$ cat src/rtl/alarm_ctrl_if.sv
// Bundle between the timekeeping stage / front panel and the alarm stage.
// The master side owns the mode, keys and running time; the slave owns alarm state and buzzer.
interface alarm_ctrl_if;
   logic [3:0] state_mode;
   logic       AH_key;
   logic       AM_key;
   logic       stop_key;
   logic       snooze_key;
   logic [7:0] hour_time;
   logic [7:0] minute_time;
   logic [7:0] second_time;
   logic [7:0] alarm_hour;
   logic [7:0] alarm_minute;
   logic       alarm_en;
   logic       ringing;
   logic       snoozing;
   logic       buzzer;

   modport master (
      output state_mode, AH_key, AM_key, stop_key, snooze_key,
      output hour_time, minute_time, second_time,
      input  alarm_hour, alarm_minute, alarm_en, ringing, snoozing, buzzer
   );

   modport slave (
      input  state_mode, AH_key, AM_key, stop_key, snooze_key,
      input  hour_time, minute_time, second_time,
      output alarm_hour, alarm_minute, alarm_en, ringing, snoozing, buzzer
   );
endinterface

$ cat src/rtl/alarm_ctrl.sv
// Alarm stage: holds the alarm time, detects the minute match and drives a
// gated 1 kHz buzzer through an IDLE / RING / SNOOZE state machine.
module alarm_ctrl #(
   parameter int unsigned TONE_DIV    = 25000,
   parameter int unsigned RING_SECS   = 60,
   parameter int unsigned SNOOZE_SECS = 300,
   parameter int unsigned RST_AH      = 7,
   parameter int unsigned RST_AM      = 0
) (
   input  logic         clk_50M,
   input  logic         rst_n,
   input  logic         clk_1Hz,
   alarm_ctrl_if.slave  bus
);

   localparam int unsigned NUM_KEYS = 4;
   localparam int unsigned KEY_AH     = 0;
   localparam int unsigned KEY_AM     = 1;
   localparam int unsigned KEY_STOP   = 2;
   localparam int unsigned KEY_SNOOZE = 3;

   localparam int unsigned DIV_W = (TONE_DIV > 1) ? $clog2(TONE_DIV) : 1;
   localparam logic [DIV_W-1:0] DIV_LAST    = DIV_W'(TONE_DIV - 1);
   localparam logic [15:0]      RING_LAST   = 16'(RING_SECS - 1);
   localparam logic [15:0]      SNOOZE_LAST = 16'(SNOOZE_SECS - 1);

   typedef enum logic [1:0] {
      IDLE   = 2'd0,
      RING   = 2'd1,
      SNOOZE = 2'd2
   } state_t;

   logic [NUM_KEYS-1:0] key_raw;
   logic [NUM_KEYS-1:0] key_press;

   logic       ah_press;
   logic       am_press;
   logic       stop_press;
   logic       snooze_press;
   logic       mode_tset;
   logic       mode_aset;

   logic [7:0] alarm_hour_reg;
   logic [7:0] alarm_minute_reg;
   logic       alarm_en_reg;

   logic       match;
   logic       match_d_reg;
   logic       trigger;

   state_t     state_reg;
   logic [15:0] cnt_reg;
   logic       beep_reg;
   logic       ringing_reg;
   logic       snoozing_reg;
   logic       buzzer_reg;

   logic [DIV_W-1:0] div_reg;
   logic             tone_sq_reg;

   assign key_raw[KEY_AH]     = bus.AH_key;
   assign key_raw[KEY_AM]     = bus.AM_key;
   assign key_raw[KEY_STOP]   = bus.stop_key;
   assign key_raw[KEY_SNOOZE] = bus.snooze_key;

   // Sync flops reset high (idle level) so releasing reset never looks like a press.
   generate
      for (genvar gi = 0; gi < NUM_KEYS; gi++) begin : g_key_sync
         logic buf0_reg;
         logic buf1_reg;

         always_ff @(posedge clk_50M or negedge rst_n) begin
            if (!rst_n) begin
               buf0_reg <= 1'b1;
               buf1_reg <= 1'b1;
            end else begin
               buf0_reg <= key_raw[gi];
               buf1_reg <= buf0_reg;
            end
         end

         assign key_press[gi] = !buf0_reg && buf1_reg;
      end
   endgenerate

   assign ah_press     = key_press[KEY_AH];
   assign am_press     = key_press[KEY_AM];
   assign stop_press   = key_press[KEY_STOP];
   assign snooze_press = key_press[KEY_SNOOZE];

   assign mode_tset = (bus.state_mode == 4'd1);
   assign mode_aset = (bus.state_mode == 4'd2);

   // Hour and minute roll over independently; a minute wrap never carries.
   always_ff @(posedge clk_50M or negedge rst_n) begin
      if (!rst_n) begin
         alarm_hour_reg   <= 8'(RST_AH);
         alarm_minute_reg <= 8'(RST_AM);
         alarm_en_reg     <= 1'b0;
      end else begin
         if (mode_aset && ah_press) begin
            alarm_hour_reg <= (alarm_hour_reg == 8'd23) ? 8'd0 : alarm_hour_reg + 8'd1;
         end
         if (mode_aset && am_press) begin
            alarm_minute_reg <= (alarm_minute_reg == 8'd59) ? 8'd0 : alarm_minute_reg + 8'd1;
         end
         if (mode_aset && stop_press && (state_reg == IDLE)) begin
            alarm_en_reg <= !alarm_en_reg;
         end
      end
   end

   assign match = alarm_en_reg
                  && (bus.hour_time   == alarm_hour_reg)
                  && (bus.minute_time == alarm_minute_reg)
                  && (bus.second_time == 8'd0);

   assign trigger = match && !match_d_reg;

   always_ff @(posedge clk_50M or negedge rst_n) begin
      if (!rst_n) begin
         match_d_reg <= 1'b0;
      end else begin
         match_d_reg <= match;
      end
   end

   // Outputs decode the current state register, so they trail a transition by one cycle.
   always_ff @(posedge clk_50M or negedge rst_n) begin
      if (!rst_n) begin
         state_reg    <= IDLE;
         cnt_reg      <= 16'd0;
         beep_reg     <= 1'b0;
         ringing_reg  <= 1'b0;
         snoozing_reg <= 1'b0;
         buzzer_reg   <= 1'b0;
      end else begin
         ringing_reg  <= (state_reg == RING);
         snoozing_reg <= (state_reg == SNOOZE);
         buzzer_reg   <= (state_reg == RING) && beep_reg && tone_sq_reg;

         case (state_reg)
            IDLE: begin
               if (!mode_tset && trigger) begin
                  state_reg <= RING;
                  cnt_reg   <= 16'd0;
                  beep_reg  <= 1'b1;
               end
            end

            RING: begin
               if (mode_tset || stop_press) begin
                  state_reg <= IDLE;
                  cnt_reg   <= 16'd0;
                  beep_reg  <= 1'b0;
               end else if (snooze_press) begin
                  state_reg <= SNOOZE;
                  cnt_reg   <= 16'd0;
               end else if (clk_1Hz) begin
                  if (cnt_reg == RING_LAST) begin
                     state_reg <= IDLE;
                     cnt_reg   <= 16'd0;
                     beep_reg  <= 1'b0;
                  end else begin
                     cnt_reg  <= cnt_reg + 16'd1;
                     beep_reg <= !beep_reg;
                  end
               end
            end

            SNOOZE: begin
               if (mode_tset || stop_press) begin
                  state_reg <= IDLE;
                  cnt_reg   <= 16'd0;
                  beep_reg  <= 1'b0;
               end else if (clk_1Hz) begin
                  if (cnt_reg == SNOOZE_LAST) begin
                     state_reg <= RING;
                     cnt_reg   <= 16'd0;
                     beep_reg  <= 1'b1;
                  end else begin
                     cnt_reg <= cnt_reg + 16'd1;
                  end
               end
            end

            default: begin
               state_reg <= IDLE;
               cnt_reg   <= 16'd0;
               beep_reg  <= 1'b0;
            end
         endcase
      end
   end

   // Tone divider only runs while ringing so every ring starts from the same phase.
   always_ff @(posedge clk_50M or negedge rst_n) begin
      if (!rst_n) begin
         div_reg     <= '0;
         tone_sq_reg <= 1'b0;
      end else if (state_reg != RING) begin
         div_reg     <= '0;
         tone_sq_reg <= 1'b0;
      end else if (div_reg == DIV_LAST) begin
         div_reg     <= '0;
         tone_sq_reg <= !tone_sq_reg;
      end else begin
         div_reg <= div_reg + DIV_W'(1);
      end
   end

   assign bus.alarm_hour   = alarm_hour_reg;
   assign bus.alarm_minute = alarm_minute_reg;
   assign bus.alarm_en     = alarm_en_reg;
   assign bus.ringing      = ringing_reg;
   assign bus.snoozing     = snoozing_reg;
   assign bus.buzzer       = buzzer_reg;

endmodule

$ cat src/flat_wrapper.sv
// flat-port wrapper written by rule: the top's interface ports become plain ports
module alarm_ctrl_flat 
#(
   parameter int unsigned TONE_DIV    = 25000,
   parameter int unsigned RING_SECS   = 60,
   parameter int unsigned SNOOZE_SECS = 300,
   parameter int unsigned RST_AH      = 7,
   parameter int unsigned RST_AM      = 0
)
  (clk_50M, rst_n, clk_1Hz, bus_state_mode, bus_AH_key, bus_AM_key, bus_stop_key, bus_snooze_key, bus_hour_time, bus_minute_time, bus_second_time, bus_alarm_hour, bus_alarm_minute, bus_alarm_en, bus_ringing, bus_snoozing, bus_buzzer);
  alarm_ctrl_if bus_i ();
  input  logic clk_50M;
  input  logic rst_n;
  input  logic clk_1Hz;
  input wire logic [$bits(bus_i.state_mode)-1:0] bus_state_mode;
  input wire logic [$bits(bus_i.AH_key)-1:0] bus_AH_key;
  input wire logic [$bits(bus_i.AM_key)-1:0] bus_AM_key;
  input wire logic [$bits(bus_i.stop_key)-1:0] bus_stop_key;
  input wire logic [$bits(bus_i.snooze_key)-1:0] bus_snooze_key;
  input wire logic [$bits(bus_i.hour_time)-1:0] bus_hour_time;
  input wire logic [$bits(bus_i.minute_time)-1:0] bus_minute_time;
  input wire logic [$bits(bus_i.second_time)-1:0] bus_second_time;
  output wire logic [$bits(bus_i.alarm_hour)-1:0] bus_alarm_hour;
  output wire logic [$bits(bus_i.alarm_minute)-1:0] bus_alarm_minute;
  output wire logic [$bits(bus_i.alarm_en)-1:0] bus_alarm_en;
  output wire logic [$bits(bus_i.ringing)-1:0] bus_ringing;
  output wire logic [$bits(bus_i.snoozing)-1:0] bus_snoozing;
  output wire logic [$bits(bus_i.buzzer)-1:0] bus_buzzer;
  assign bus_i.state_mode = bus_state_mode;
  assign bus_i.AH_key = bus_AH_key;
  assign bus_i.AM_key = bus_AM_key;
  assign bus_i.stop_key = bus_stop_key;
  assign bus_i.snooze_key = bus_snooze_key;
  assign bus_i.hour_time = bus_hour_time;
  assign bus_i.minute_time = bus_minute_time;
  assign bus_i.second_time = bus_second_time;
  assign bus_alarm_hour = bus_i.alarm_hour;
  assign bus_alarm_minute = bus_i.alarm_minute;
  assign bus_alarm_en = bus_i.alarm_en;
  assign bus_ringing = bus_i.ringing;
  assign bus_snoozing = bus_i.snoozing;
  assign bus_buzzer = bus_i.buzzer;
  alarm_ctrl #(.TONE_DIV(TONE_DIV), .RING_SECS(RING_SECS), .SNOOZE_SECS(SNOOZE_SECS), .RST_AH(RST_AH), .RST_AM(RST_AM)) u_core (.clk_50M(clk_50M), .rst_n(rst_n), .clk_1Hz(clk_1Hz), .bus(bus_i));
endmodule
$ cat config.mk
export PLATFORM = sky130hd
export DESIGN_NAME = alarm_ctrl_flat
export DESIGN_NICKNAME = d
export VERILOG_FILES = /design/src/rtl/alarm_ctrl_if.sv /design/src/rtl/alarm_ctrl.sv /design/src/flat_wrapper.sv
export SDC_FILE = /design/constraint.sdc
export NUM_CORES = 1
export LEC_CHECK = 0
export CAP_MARGIN = 20
export CELL_PAD_IN_SITES_DETAIL_PLACEMENT = 1
export CELL_PAD_IN_SITES_GLOBAL_PLACEMENT = 1
export CORE_MARGIN = 2
export CORE_UTILIZATION = 40
export DETAILED_ROUTE_END_ITERATION = 8
export PLACE_DENSITY_LB_ADDON = 0.1
export RECOVER_POWER = 50
export SYNTH_ARGS = -nofsm -noshare
export SYNTH_HDL_FRONTEND = slang
export SYNTH_SLANG_ARGS = --single-unit
$ cat constraint.sdc
create_clock -name clk_50M -period 3.3 [get_ports clk_50M]
set_clock_uncertainty 0.15 [all_clocks]
set_input_delay 0.66 -clock clk_50M [delete_from_list [all_inputs] [get_ports clk_50M]]
set_output_delay 0.66 -clock clk_50M [all_outputs]
set_load 0.03 [all_outputs]
# --- Word level (Yosys, flattened, before mapping) ---
# Index checks and enable logic that the tools add are counted.
word_totals:
  register_bits: 64
  in_bits: 35
  wordCells: 107
classes:
  add_sub_neg: 4
  eq_ne: 19
  n_mux: 33
  reduce_logical: 31
ops:
  columns: ["operator", "count"]
  rows:
  - ["16-bit two-way mux", 8]
  - ["16-bit one-hot mux with 3 select lines", 1]
  - ["15-bit two-way mux", 2]
  - ["16-bit by 1-bit adder with 16-bit output, second input constant", 1]
  - ["8-bit by 1-bit adder with 8-bit output, second input constant", 2]
  - ["16-bit by 6-bit equality test with 1-bit output, second input constant", 1]
  - ["16-bit by 9-bit equality test with 1-bit output, second input constant", 1]
  - ["8-bit equality test", 2]
  - ["2-bit two-way mux", 8]
  - ["8-bit two-way mux", 2]
  - ["15-bit by 1-bit adder with 15-bit output, second input constant", 1]
  - ["15-bit equality test, second input constant", 1]
  - ["1-bit logical AND", 15]
  - ["3-bit != test, second input constant", 4]
  - ["1-bit two-way mux", 10]
  - ["5-bit AND reduction", 2]
  - ["1-bit zero test", 9]
  - ["8-bit by 5-bit equality test with 1-bit output, second input constant", 1]
  - ["8-bit by 6-bit equality test with 1-bit output, second input constant", 1]
  - ["8-bit zero test", 1]
  - ["4-bit by 3-bit != test with 1-bit output, second input constant", 2]
  - ["2-bit one-hot mux with 3 select lines", 1]
  - ["4-bit by 1-bit equality test with 1-bit output, second input constant", 1]
  - ["4-bit by 2-bit equality test with 1-bit output, second input constant", 1]
  - ["other kinds (9)", 9]

# --- Logic depth before layout (Yosys ltp) ---
# Gate-level depths: netlist (run 1).
depth:
  depth_word: 8
  mapped_depth: 9
  mapped_depth_nobuf: 7

# --- Least setup slack after synthesis (run 1) ---
# OpenSTA, ideal clock, no wires.
synth_path:
  path_kind: "in2reg"
  from: "input bus_second_time[1]"
  to: "register u_core.beep_reg"
  t_arrival_ns: 2.460
  required_time_ns: 3.025
  slack_ns: 0.565
  stages: 7
  path_buffers: 1
  path_cell_list: "or4b_1 -> nor3_2 -> nand4_1 -> o41a_1 -> buf_2 -> nor3_1 -> mux2_2"
synth_via:
  elab_chain_len: 6
synth_lines:
  columns: ["item", "line_no", "rtl"]
  rows:
  - ["from (decl)", "flat_wrapper.sv:22", "input wire logic [$bits(bus_i.second_time)-1:0] bus_second_time;"]
  - ["8-bit zero test", "alarm_ctrl.sv:116", "&& (bus.second_time == 8'd0);"]
  - ["1-bit logical AND", "alarm_ctrl.sv:116", null]
  - ["1-bit logical AND", "alarm_ctrl.sv:118", "assign trigger = match && !match_d_reg;"]
  - ["1-bit logical AND", "alarm_ctrl.sv:144", "if (!mode_tset && trigger) begin"]
  - ["2-bit != test (no line)", null, null]
  - ["5-bit AND reduction (no line)", null, null]
  - ["to (signal assigned)", "alarm_ctrl.sv:166", "beep_reg <= !beep_reg;"]
  - ["to (decl)", "alarm_ctrl.sv:53", "logic beep_reg;"]
# No other way between the ends.
# A chain may end at the register's enable or synchronous reset.

# --- Final worst setup path (run 1) ---
layout_path:
  from: "input bus_second_time[1]"
  to: "register u_core.cnt_reg[7]"
layout_via:
  elab_chain_len: 6
layout_lines:
  columns: ["item", "line_no", "rtl"]
  rows:
  - ["8-bit zero test", "alarm_ctrl.sv:116", null]
  - ["1-bit logical AND", "alarm_ctrl.sv:116", null]
  - ["1-bit logical AND", "alarm_ctrl.sv:118", null]
  - ["1-bit logical AND", "alarm_ctrl.sv:144", null]
  - ["2-bit != test (no line)", null, null]
  - ["3-bit AND reduction (no line)", null, null]
  - ["to (signal assigned)", "alarm_ctrl.sv:165", "cnt_reg <= cnt_reg + 16'd1;"]
  - ["to (signal assigned)", "alarm_ctrl.sv:182", "cnt_reg <= cnt_reg + 16'd1;"]
  - ["to (decl)", "alarm_ctrl.sv:52", "logic [15:0] cnt_reg;"]
# No other way between the ends.

==> results of run 1 <==
[placed cells by master (no fill, tap or decap), types with 5 or more instances in the layout]
master and instances:
dfrtp_1 53, clkdlybuf4s50_1 49, nor2_1 37, nand2_1 31
xor2_1 25, nand3_1 22, nor3_1 18, xnor2_1 14
o31ai_1 11, o21ai_0 10, clkbuf_8 10, inv_1 9
nand4_1 9, ha_1 8, buf_4 8, dfstp_2 8
nor4_1 7, a21oi_1 7, and3_1 5, o41ai_1 5
[power by group through the flow]
stage / Sequential (mW) / Clock [mW] / Combinational, mW
after floorplan: 0.911 / 0 / 0.0994
after global placement: 0.890 / 0 / 0.256
after detailed placement: 0.891 / 0 / 0.263
after CTS: 0.877 / 0.791 / 0.264
after global routing: 0.883 / 0.821 / 0.282
final: 0.876 / 0.761 / 0.257
[kinds of logic (layout without fill, tap and decap cells)]
| logic type | count (synthesis) | in the layout | share of synthesized area (%) |
|---|---|---|---|
| muxes | 4 | 4 | 1.29 |
| and+or+nand+nor | 158 | 158 | 24.6 |
| adders and majority gates | 8 | 8 | 2.95 |
| DFF | 64 | 64 | 47.6 |
| xor gates and xnor gates | 39 | 39 | 10.1 |
| AOI/OAI and AO/OA | 51 | 51 | 11.5 |
| buffers and inverters | 17 | 88 | 2.06 |
[worst register-to-register path, delay by kind of cell (launching register included)]
kind / cells / cell delay [ps]
and+or+nand+nor: 4 / 1310
muxes: 1 / 370
adders and majority gates: 1 / 240
DFF: 1 / 410
AOI/OAI and AO/OA: 1 / 130
[worst paths after layout]
| check | cells after the start | slack (ps) | from | end |
|---|---|---|---|---|
| setup / recovery | 9 | 340 | bus_second_time[1] | u_core.cnt_reg[7]$_DFFE_PN0P_ |
| hold / removal | 0 | 220 | u_core.g_key_sync[0].buf0_reg$_DFF_PN1_ | u_core.g_key_sync[0].buf1_reg$_DFF_PN1_ |
| setup reg to reg | 7 | 580 | u_core.cnt_reg[0]$_DFFE_PN0P_ | u_core.state_reg[0]$_DFFE_PN0P_ |
| hold reg to reg | 0 | 220 | u_core.g_key_sync[0].buf0_reg$_DFF_PN1_ | u_core.g_key_sync[0].buf1_reg$_DFF_PN1_ |
| max in group asynchronous | 2 | 690 | rst_n | u_core.cnt_reg[3]$_DFFE_PN0P_ |
| min in group asynchronous | 1 | 690 | rst_n | u_core.bus.alarm_minute[1]$_DFFE_PN0P_ |
[per-stage QoR]
step,instances,cell area [sq um]
2_1_floorplan,341,3390
3_3_place_gp,501,4110
3_5_place_dp,501,4110
4_1_cts,517,4330
5_1_grt,517,4310
6_report,517,4310
[final cells by class]
cell class | count | area share [%]
Sequential cell | 64 | 37.5
Clock inverter | 5 | 1.89
Timing Repair Buffer | 63 | 13.9
Tap cell | 105 | 3.05
Inverter | 9 | 0.784
Clock buffer | 11 | 3.28
Multi-Input combinational cell | 260 | 39.6
[layer usage]
metal	up-vias	routed length, um	GRT usage, %
li1	1357	-	-
met1	1469	4170	27.5
met2	26	4330	35.1
met3	6	204	4.23
met4	0	69	5.71
met5	-	0	0
==> flow_summary_export.csv, run 1 <==
group,metric,value,unit
sta,layout_setup_ws,344,ps
critical_path,crit_fanout,3,
clock_network,clk_pin_slew,80,ps
clock_network,clock_latency,340,ps
power,p_clk_share,40.2,%
power,p_seq_share,46.3,%
die,initial_core_util,41.3,%
final_layout,nets,450,
global_route,grtUsageTotal,21.0,%
final_layout,multi_input_area,0.00171,sq mm
critical_path,crit_slowest_cell,"or4b_1",
global_route,grt_overflow,0,
synth,synth_area_leaders,"dfrtp_1, dfstp_2, xor2_1, nor2_1, xnor2_1",
power,total_leakage_power,1.74,nW
final_layout,fillCellCount,930,
drt,viasPerCell,5.53,
power,ir_drop,0.243,mV
die,rows,33,
final_layout,antennaDiodeCount,0,
power,comb_power_share,13.6,%
synth,synth_largest_area_cell,"dfrtp_1",
sta,rsz0062_at_grt,"false",
sta,fin_crit,2960,ps
drt,dr_total_vias,2858,
global_route,grt_antenna_before_repair,0,
critical_path,max_stage_delay,530,ps
clock_network,cts_setup_buffers,0,
sta,hold_viol,0,
critical_path,cp_top_family,"simple AND/OR/NAND/NOR gates",
critical_path,worst-setup-path-type,"in -> reg",
synth,synth.ff_latch_count,64,
drt,routed_wl,8.77,mm
place,post-dp-hpwl,6.45,mm
place,port-buffer-count,54,
global_route,grt_pass1_vias,2972,
outcome,violations,"max-capacitance violations, max-slew violations",
outcome,status,"finished, violations left",
run,drv_cap,1,
clock_network,clock-root-buffer,"clkbuf_8",
sta,setup_viol,0,
hold_path,holdCritPathClass,"reg -> reg",
power,sw_frac_of_total,26.3,%
synth,syn_area_per_cell,9.95,sq um
sta,worst_pin_slew,1930,ps
place,gp_congestion,0.810,
final_layout,largest_reg_flops,16,
drt,first_pass_iters,4,
power,p_per_area,439,mW/mm^2
die,core-area,0.00822,sq mm
sta,setup_tns,0,ps
drt,avgRoutedWirePerCell,17.0,um
clock_network,cts_tree,"done",
global_route,grt_pass1_wl,14.8,mm
critical_path,cp_num_buf_inv,3,
sta,timing.fmax,0.338,GHz
synth,synth-edff-count,0,
drt,initialDrtViolationCount,56,
final_layout,register_area,0.00162,sq mm
synth,yosysSeqAreaShare,47.6,%
synth,post-synth-top-count-cell,"dfrtp_1",
synth,synthCells,341,
sta,max_slew_margin,-28.4,%
power,p_total,1.89,mW
synth,synth_area,0.00339,sq mm
place,preCtsSetupSlack,-6.83,ps
clock_network,clock-sinks,64,
critical_path,crit_chain,"clkdlybuf4s50_1 -> or4b_1 -> nor3_2 -> nand4_1 -> o41ai_1 -> buf_4 -> nand3_2 -> buf_4 -> o41ai_1",
power,p_int,1.39,mW
synth,ys_warn_count,0,
clock_network,cts_buffers,9,
clock_network,hold_buffers,0,
critical_path,crit_path_end_kind,"register",
synth,synth_common_cells,"dfrtp_1, nor2_1, nand2_1, xor2_1, nand3_1",
die,die_height,96.1,um
clock_network,clock_path_buffers,2,
synth,yosys.area.top_type_share,39.1,%
sta,period_share,89.6,%
power,power_switching,0.499,mW
final_layout,syn2layout_area_growth,27.0,%
sta,hold-worst-slack,219,ps
die,die-area,0.00924,sq mm
global_route,grt_max_degree,36,
critical_path,required,3380,ps
final_layout,final_core_util,52.5,%
clock_network,htree_levels,3,
drt,ant_nets,0,
synth,ys.flop_type,"dfrtp_1",
clock_network,cts.repair.resized,0,
sta,maxSlewViolCount,36,
final_layout,drive_gt1_share,10.9,%
critical_path,crit_arrival,3040,ps
synth,synth_nets,384,
die,die_w,96.1,um
die,io_pins,55,
synth,async_flop_share,100,%
critical_path,worstSetupStartpointType,"input pin",
drt,drc,0,
synth,ys_types,51,
(Power assumes the default switching activity.)
==> inputs of run 2 (changes only) <==
- SKIP_CTS_REPAIR_TIMING: default -> 1
==> results of run 2 <==
Same layout as run 1: the final DEF is identical, and so are final timing and power.
